===== config.mk =====
export PLATFORM = sky130hd
export DESIGN_NAME = cfi_violation_reporter
export DESIGN_NICKNAME = d
export VERILOG_FILES = /design/src/rtl/cfi_pkg.sv /design/src/rtl/cfi_viol_fifo.sv /design/src/rtl/cfi_violation_reporter.sv
export SDC_FILE = /design/constraint.sdc
export NUM_CORES = 1
export LEC_CHECK = 0
export BUFFER_PORTS_ARGS = -buffer_cell sky130_fd_sc_hd__buf_2
export CORE_UTILIZATION = 56
export DETAILED_ROUTE_END_ITERATION = 10
export PLACE_DENSITY = 0.8
export SLEW_MARGIN = 20
export SYNTH_ARGS = -nofsm -noshare
export SYNTH_HDL_FRONTEND = slang
export SYNTH_SLANG_ARGS = --single-unit

===== constraint.sdc =====
create_clock -name clk_i -period 9 [get_ports clk_i]
set_input_delay 1.35 -clock clk_i [delete_from_list [all_inputs] [get_ports clk_i]]
set_output_delay 1.35 -clock clk_i [all_outputs]
set_load 0.02 [all_outputs]

===== src/rtl/cfi_pkg.sv =====
// rtl/cfi_pkg.sv - shared types and constants for the CFI violation reporter
package cfi_pkg;

  // Width of the stored PC; the reporter's XLEN must not exceed this.
  localparam int unsigned CFI_PC_W = 64;

  // Software-check exception code raised towards the controller/CSRs.
  localparam int unsigned CFI_EXC_CODE = 18;

  typedef enum logic [1:0] {
    NONE         = 2'd0,
    JALR_NO_LP   = 2'd1,
    RET_MISMATCH = 2'd2,
    BAD_TARGET   = 2'd3
  } cfi_cause_e;

  typedef struct packed {
    logic [CFI_PC_W-1:0] pc;
    cfi_cause_e          cause;
  } cfi_viol_t;

  typedef enum logic [1:0] {
    ST_IDLE   = 2'b00,
    ST_REPORT = 2'b01,
    ST_HALT   = 2'b10
  } cfi_rep_state_e;

endpackage


===== src/rtl/cfi_viol_fifo.sv =====
// rtl/cfi_viol_fifo.sv - small FIFO of violation records with extra-bit pointers
module cfi_viol_fifo
  import cfi_pkg::*;
#(
  parameter int unsigned DEPTH = 4
) (
  input  logic                     clk_i,
  input  logic                     rst_ni,
  input  logic                     clear,
  input  logic                     push,
  input  cfi_viol_t                wdata,
  input  logic                     pop,
  output logic                     full,
  output logic                     empty,
  output cfi_viol_t                head,
  output logic [$clog2(DEPTH):0]   count
);

  localparam int unsigned AW = $clog2(DEPTH);

  logic [AW:0] wr_ptr;
  logic [AW:0] rd_ptr;
  cfi_viol_t   mem [DEPTH];
  logic        do_push;
  logic        do_pop;

  // Pointers carry one extra wrap bit so full and empty are distinguishable.
  assign empty   = (wr_ptr == rd_ptr);
  assign full    = (wr_ptr[AW] != rd_ptr[AW]) && (wr_ptr[AW-1:0] == rd_ptr[AW-1:0]);
  assign count   = wr_ptr - rd_ptr;
  assign head    = mem[rd_ptr[AW-1:0]];
  assign do_push = push && !full && !clear;
  assign do_pop  = pop && !empty && !clear;

  // Advance pointers on push/pop; clear flushes everything at once.
  always_ff @(posedge clk_i or negedge rst_ni) begin
    if (!rst_ni) begin
      wr_ptr <= '0;
      rd_ptr <= '0;
    end else if (clear) begin
      wr_ptr <= '0;
      rd_ptr <= '0;
    end else begin
      if (do_push) wr_ptr <= wr_ptr + 1'b1;
      if (do_pop)  rd_ptr <= rd_ptr + 1'b1;
    end
  end

  // Storage is not reset; only entries between the pointers are ever read out.
  always_ff @(posedge clk_i) begin
    if (do_push) mem[wr_ptr[AW-1:0]] <= wdata;
  end

endmodule


===== src/rtl/cfi_violation_reporter.sv =====
// rtl/cfi_violation_reporter.sv - buffers CFI violation reports and raises them as exceptions
module cfi_violation_reporter
  import cfi_pkg::*;
#(
  parameter int unsigned DEPTH = 4,
  parameter int unsigned XLEN  = 64,
  parameter int unsigned CNT_W = 16
) (
  input  logic             clk_i,
  input  logic             rst_ni,
  input  logic             enable_i,
  input  logic             halt_on_viol_i,
  input  logic             clear_i,
  input  logic             viol_valid_i,
  input  logic [XLEN-1:0]  viol_pc_i,
  input  logic [1:0]       viol_cause_i,
  output logic             viol_ready_o,
  output logic             ex_valid_o,
  output logic [XLEN-1:0]  ex_cause_o,
  output logic [XLEN-1:0]  ex_tval_o,
  output logic [1:0]       ex_subcause_o,
  input  logic             ex_ack_i,
  output logic             halt_o,
  output logic [CNT_W-1:0] viol_count_o,
  output logic             overflow_o,
  output logic [1:0]       state_o
);

  localparam int unsigned AW = $clog2(DEPTH);

  logic           full;
  logic           empty;
  logic [AW:0]    occupancy;
  cfi_viol_t      wdata;
  cfi_viol_t      head;
  logic           push;
  logic           drop;
  logic           pop;
  logic           remain;

  cfi_rep_state_e state;
  logic           ex_valid;
  logic           halt;
  logic [CNT_W-1:0] count;
  logic           overflow;

  // Ready depends only on registered occupancy; when disabled, reports are sunk.
  assign viol_ready_o = enable_i ? !full : 1'b1;

  assign push = viol_valid_i && enable_i && !full && !clear_i;
  assign drop = viol_valid_i && enable_i && full && !clear_i;
  assign pop  = ex_valid && ex_ack_i && !clear_i;

  // After popping the head, something is still left to report (incl. a same-cycle push).
  assign remain = (occupancy != (AW+1)'(1)) || push;

  assign wdata.pc    = CFI_PC_W'(viol_pc_i);
  assign wdata.cause = cfi_cause_e'(viol_cause_i);

  cfi_viol_fifo #(
    .DEPTH (DEPTH)
  ) u_fifo (
    .clk_i  (clk_i),
    .rst_ni (rst_ni),
    .clear  (clear_i),
    .push   (push),
    .wdata  (wdata),
    .pop    (pop),
    .full   (full),
    .empty  (empty),
    .head   (head),
    .count  (occupancy)
  );

  // Request payload comes straight from the FIFO head, which cannot move until acked.
  assign ex_valid_o    = ex_valid;
  assign ex_cause_o    = ex_valid ? XLEN'(CFI_EXC_CODE) : '0;
  assign ex_tval_o     = ex_valid ? XLEN'(head.pc) : '0;
  assign ex_subcause_o = ex_valid ? head.cause : 2'b00;
  assign halt_o        = halt;
  assign viol_count_o  = count;
  assign overflow_o    = overflow;
  assign state_o       = state;

  // Reporting FSM with registered request/halt outputs.
  always_ff @(posedge clk_i or negedge rst_ni) begin
    if (!rst_ni) begin
      state    <= ST_IDLE;
      ex_valid <= 1'b0;
      halt     <= 1'b0;
    end else if (clear_i) begin
      state    <= ST_IDLE;
      ex_valid <= 1'b0;
      halt     <= 1'b0;
    end else begin
      case (state)
        ST_IDLE: begin
          // A push this cycle is visible at the head next cycle, so raise with it.
          if (!empty || push) begin
            state    <= ST_REPORT;
            ex_valid <= 1'b1;
          end
        end
        ST_REPORT: begin
          if (ex_ack_i) begin
            if (halt_on_viol_i) begin
              state    <= ST_HALT;
              ex_valid <= 1'b0;
              halt     <= 1'b1;
            end else if (!remain) begin
              state    <= ST_IDLE;
              ex_valid <= 1'b0;
            end
          end
        end
        ST_HALT: begin
          ex_valid <= 1'b0;
          halt     <= 1'b1;
        end
        default: begin
          state    <= ST_IDLE;
          ex_valid <= 1'b0;
          halt     <= 1'b0;
        end
      endcase
    end
  end

  // Saturating count of every accepted or dropped report.
  always_ff @(posedge clk_i or negedge rst_ni) begin
    if (!rst_ni) begin
      count <= '0;
    end else if (clear_i) begin
      count <= '0;
    end else if ((push || drop) && (count != {CNT_W{1'b1}})) begin
      count <= count + 1'b1;
    end
  end

  // Sticky flag recording that at least one report was lost to a full FIFO.
  always_ff @(posedge clk_i or negedge rst_ni) begin
    if (!rst_ni) begin
      overflow <= 1'b0;
    end else if (clear_i) begin
      overflow <= 1'b0;
    end else if (drop) begin
      overflow <= 1'b1;
    end
  end

endmodule


* Word-level counts from Yosys, hierarchy flattened
Memories as Yosys holds them, arrays and structs flattened.
Index checks and enable logic that the tools add are counted.
** Storage, ports and cells
- Flip-flop bits (word level) :: 27
- Memory bits (writable) :: 264
- Bits of input ports :: 73
- Output and inout port bits :: 152
- Logic and storage cells :: 82
- Memories :: 1
** Memory list
- u_fifo.mem :: depth 4, bits a word 66, read ports 1, clocked after Yosys merged registers in 0, wr ports 1, line cfi_viol_fifo.sv:23 : cfi_viol_t mem [DEPTH];
** Operators by class
- Add/subtract/negate cells :: 4
- Eq/ne operators :: 13
- Muxes and demuxes :: 30
- Reductions and logical operators :: 27
** Operators with widths (count)
- 64-bit two-way mux :: 1
- 16-bit two-way mux :: 2
- 16-bit by 1-bit adder with 16-bit output (second input constant) :: 1
- 16-bit != test (second input constant) :: 1
- 1-bit logical AND :: 13
- 1-bit two-way mux :: 13
- 2-bit two-way mux :: 6
- 3-bit two-way mux :: 4
- 3-bit != test (second input constant) :: 3
- 2-bit nonzero test :: 4
- 3-bit by 1-bit adder with 3-bit output (second input constant) :: 2
- 2-bit one-hot mux with 3 select lines :: 1
- 3-bit AND reduction :: 2
- 5-bit two-way mux :: 1
- 2-bit != test (second input constant) :: 2
- 4-bit != test (second input constant) :: 1
- 4-bit AND reduction :: 1
- 3-bit equality test :: 1
- 1-bit zero test :: 3
- 1-bit logical OR :: 3
- 3-bit by 1-bit != test with 1-bit output (second input constant) :: 1
- 1-bit one-hot mux with 3 select lines :: 1
- 3-bit subtractor :: 1
- 2-bit by 1-bit equality test with 1-bit output (second input constant) :: 1
- 5 further kinds :: 5

* Longest topological paths before layout
- Word-level depth :: 11
- Mapped depth :: 9
- Gate-level depth less buffers :: 8

* By module
A second synthesis with hierarchy kept.
** Unflattened totals
- Cells, all modules :: 681
- Area, all modules :: 12301.8 um2
** Modules (own cells, without submodules)
- cfi_viol_fifo :: times used 1, cells each 409, area each 10102.2 um2, sequential area each 8077.7 um2
- cfi_violation_reporter :: times used 1, cells each 272, area each 2199.6 um2, sequential area each 525.5 um2

* Least setup slack after synthesis
Ideal clock, no wire load.
- Path kind :: input port to flip-flop
- Start :: input viol_valid_i
- End :: memory u_fifo.mem[3][0] (netlist bit), enable pin
- Library setup time :: 571 ps
- Arrival :: 6198 ps
- Required time :: 8429 ps
- Slack :: 2231 ps
- Stages :: 3
- Buffers on the path :: 0
- Path through :: and2_1 o21ai_1 nor3_1
** On the way
- Cells in the longest elaborated chain, start to end :: 7
** RTL lines
- start, declared :: line cfi_violation_reporter.sv:14 : input logic viol_valid_i,
- 1-bit logical AND (3 in a row) :: line cfi_violation_reporter.sv:50 : assign push = viol_valid_i && enable_i && !full && !clear_i;
- 1-bit logical AND (2 in a row) :: line cfi_viol_fifo.sv:32 : assign do_push = push && !full && !clear;
- 1-bit two-way mux :: line cfi_viol_fifo.sv:51 : if (do_push) mem[wr_ptr[AW-1:0]] <= wdata;
- 1-bit two-way mux (not written as such) :: line cfi_viol_fifo.sv:51
- end, declared :: line cfi_viol_fifo.sv:23
Every way passes these cells.

* Worst setup path in the final report
- Start :: register u_fifo.rd_ptr[0]
- End :: output ex_tval_o[23]
** On the way
- Cells in the longest elaborated chain, start to end :: 2
** RTL lines
- start, declared :: line cfi_viol_fifo.sv:22 : logic [AW:0] rd_ptr;
- start signal, assigned :: line cfi_viol_fifo.sv:45 : if (do_pop) rd_ptr <= rd_ptr + 1'b1;
- memory 4 x 66 bit
- 64-bit two-way mux :: line cfi_violation_reporter.sv:78 : assign ex_tval_o = ex_valid ? XLEN'(head.pc) : '0;
- end, declared :: line cfi_violation_reporter.sv:20 : output logic [XLEN-1:0] ex_tval_o,
Every way passes these cells.

==> results.md <==
* Total gr overflow at 0
* Initial DRC count at between 300 and 400
* Number of port buffers at 162
* Layout cells sized above 1 at 0.343
* HP Class: reg -> reg
* CTS tree: built
* WS Path Type: reg -> out
* Largest net degree at the start of global routing at 72
* Final period utilization at 0.491
* Initial Util at 0.574
* Filler cells at approximately 1400
* Peak Freq at 226 MHz
* Layout Nets at just over 900
* Sequential share of the synthesized area at 0.711
* Setup bufs post-CTS at 0
* Post-Synthesis Cells at around 660
* Maxcap violations at 0
* Crit-path slowest cell: dfrtp_4
* Initial antenna violation count at 1
* R2R Setup Slk at between 5 and 6 ns
* Die height at roughly 150 um
* Vias in the first global route at about 6100
* Tmin final at between 4 and 5 ns
* Final Hold Vio Count at 0
* Startpoint types: flop
* CP Capture Point: ex_tval_o[23]
* FF+latch count, synth at between 200 and 300
* Post-synth cell types at 47
* Critical Path Start: u_fifo.rd_ptr[0]
* Clk_skew at about 0.013 ns
* Post-Synthesis Cell Area at approximately 12000 sq um
* CP Cell Sequence: buf_4 > mux4_2 > and2_1 > buf_2
* Reg2reg path depth at 7
* Post-DRT Antenna Nets at 0
* Setup tns final at 0 ns
* Die Width at around 150 um
* Reg-to-Reg End: u_fifo.mem[2][54]
* First-pass detailed-route iteration total at 5
* Synth warnings at 0
* Crit path capture type: output pin
* Max Buffers Root-to-Sink at 3
* Worst-margin pin slew at ~1.0 ns
* Final hold slack at ~0.5 ns
* Ys async rst share at 0.0928
* Cts repair resizes at 0
* Worst-Skew Late Latency at 0.56 ns
* Dpl hpwl at between 10000 and 15000 um
* Max-Slew Margin vs Limit at 0.309
* Clk root buf: clkbuf_16
* Critical path fanouts, max at 35
* Die footprint at between 20000 and 25000 sq um
* Top FF cell, synth: edfxtp_1
* Status: finished clean
* DRC viols at 0
* GPL Wtd Cong at roughly 0.78
* FP Rows at 53
* LEAKAGE at 0.00512 uW
* RSZ-0062 raised after global routing: no
* Total power divided by cell area at approximately 220 nW/um^2
* Final WL at about 22000 um
* TritonCTS Sinks at 291
* H-tree Lvls at 1
* Core box area at 21100 sq um
* Total global-route track usage at 0.201
* I/O pin count at ~230
* Number of synthesized flops with an enable pin at 264
* RR Startpoint: u_fifo.rd_ptr[0]
* First-pass GRT wire length at roughly 34000 um
* Via density per instance at approximately 5.4
* Syn avg cell area at ~18 sq um
* Drt wl/cell at 19.4 um
* Max incr delay on CP at around 0.89 ns
* Pins Over Slew Limit at 0
* P&R area growth vs syn at 14.4%
* Reg clk slew, reported paths at roughly 0.060 ns
* Worst VDD drop at about 0.20 mV
* Worst Path Arrival at slightly above 3 ns
* Clock buffer count from CTS at 30
* Hold_buf cts at 0
* Req. time, crit path at approximately 7.7 ns
* DR vias at slightly above 6000
* Endpoints failing setup at 0
cells in the final DEF (no fill, tap or decap), types with 6 or more instances in the layout:
master,count
nor2_1,31
inv_1,11
and2_1,67
xor2_1,11
nand2_1,12
conb_1,62
edfxtp_1,264
clkbuf_16,30
nand4_1,6
clkbuf_1,7
dfrtp_1,24
buf_2,162
ha_1,11
mux4_2,66
clkinv_2,11
xnor2_1,8
a21oi_1,8
nand3_1,7
registers in the layout, summed over array words and instances (netlist names):
name           count
u_fifo.mem       264
halt_o             1
ex_valid_o         1
u_fifo.wr_ptr      3
overflow_o         1
state_o            2
viol_count_o      16
u_fifo.rd_ptr      3
cell usage after synthesis, types with 2 or more instances:
cell | n | area, sq um
mux4_2 | 66 | 1490
mux2i_1 | 4 | 40.0
clkbuf_1 | 12 | 45.0
a21o_1 | 2 | 15.0
and3_2 | 2 | 15.0
nor2_1 | 31 | 116
and2_1 | 70 | 438
edfxtp_1 | 264 | 7930
and4_1 | 2 | 17.5
inv_1 | 11 | 41.3
nand3_1 | 7 | 35.0
dfrtp_1 | 27 | 676
nand4b_1 | 2 | 17.5
nor3_1 | 2 | 10.0
a211oi_1 | 2 | 15.0
buf_4 | 70 | 526
a21oi_1 | 8 | 40.0
nand4_1 | 6 | 37.5
xor2_1 | 11 | 96.3
xnor2_1 | 8 | 70.1
ha_1 | 11 | 138
nand2_1 | 12 | 45.0
buf_2 | 5 | 25.0
nor2b_1 | 2 | 12.5
buf_1 | 2 | 7.51
report_power, final:
group | internal [uW] | switching [uW]
Combinational | 133 | 248
Clock | 641 | 489
Sequential | 1500 | 15.5
kinds of logic (layout without fill, tap and decap cells):
kind of cell / count (synthesis) / in the layout / share of synthesized area
buffers and inverters: 101 / 232 / 0.0540
xor gates and xnor gates: 19 / 19 / 0.0137
DFF: 291 / 291 / 0.711
and+or+nand+nor: 148 / 148 / 0.0703
other: 1 / 63 / 0.000310
muxes: 71 / 71 / 0.127
AOI/OAI and AO/OA: 18 / 18 / 0.0104
adders and majority gates: 12 / 12 / 0.0130
worst max-delay path, delay by kind of cell (launching register included):
kind	cells	cell delay, ns
simple gates	1	0.18
flops	1	0.89
buf+inv	2	0.84
mux	1	0.59
stage by stage:
stage	std cells	util	area (sq um)	power [uW]	setup slack, ns
after floorplan	722	-	12300	1820	2.23
after global placement	1074	0.613	12900	1920	5.04
after detailed placement	1074	0.613	12900	1930	4.94
after CTS	1128	0.656	13800	3060	4.42
after global routing	1128	0.656	13800	3140	4.32
final	1129	0.656	13800	3030	4.58
how the worst min path moves through the flow:
stage,endpoint,startpoint,slack (ns),depth (start not counted)
after detailed placement,overflow_o,overflow_o,0.49,2
after CTS,overflow_o,overflow_o,0.50,2
after global placement,overflow_o,overflow_o,0.47,2
after global routing,overflow_o,overflow_o,0.55,2
final,overflow_o,overflow_o,0.49,2
after floorplan,u_fifo.rd_ptr[2],u_fifo.rd_ptr[2],0.56,2
routing by layer:
layer	up-vias	wire length, um	global-route usage
met2	254	11000	0.338
met3	36	1750	0.0459
li1	2746	-	-
met1	3052	8730	0.264
met4	0	426	0.0546
met5	-	0	0
area by class of cell:
cell class              count  area (sq um)  area share
diodes                      1          2.50    0.000181
repair buffers            167           848      0.0613
clock inverters            17           130     0.00940
well taps                 275           344      0.0249
inverters                  11          41.3     0.00298
flip-flops and latches    291          8610       0.622
clock buffers              37           777      0.0561
multi-input cells         330          3090       0.223
Note: power is estimated with default switching activity, not from simulation.
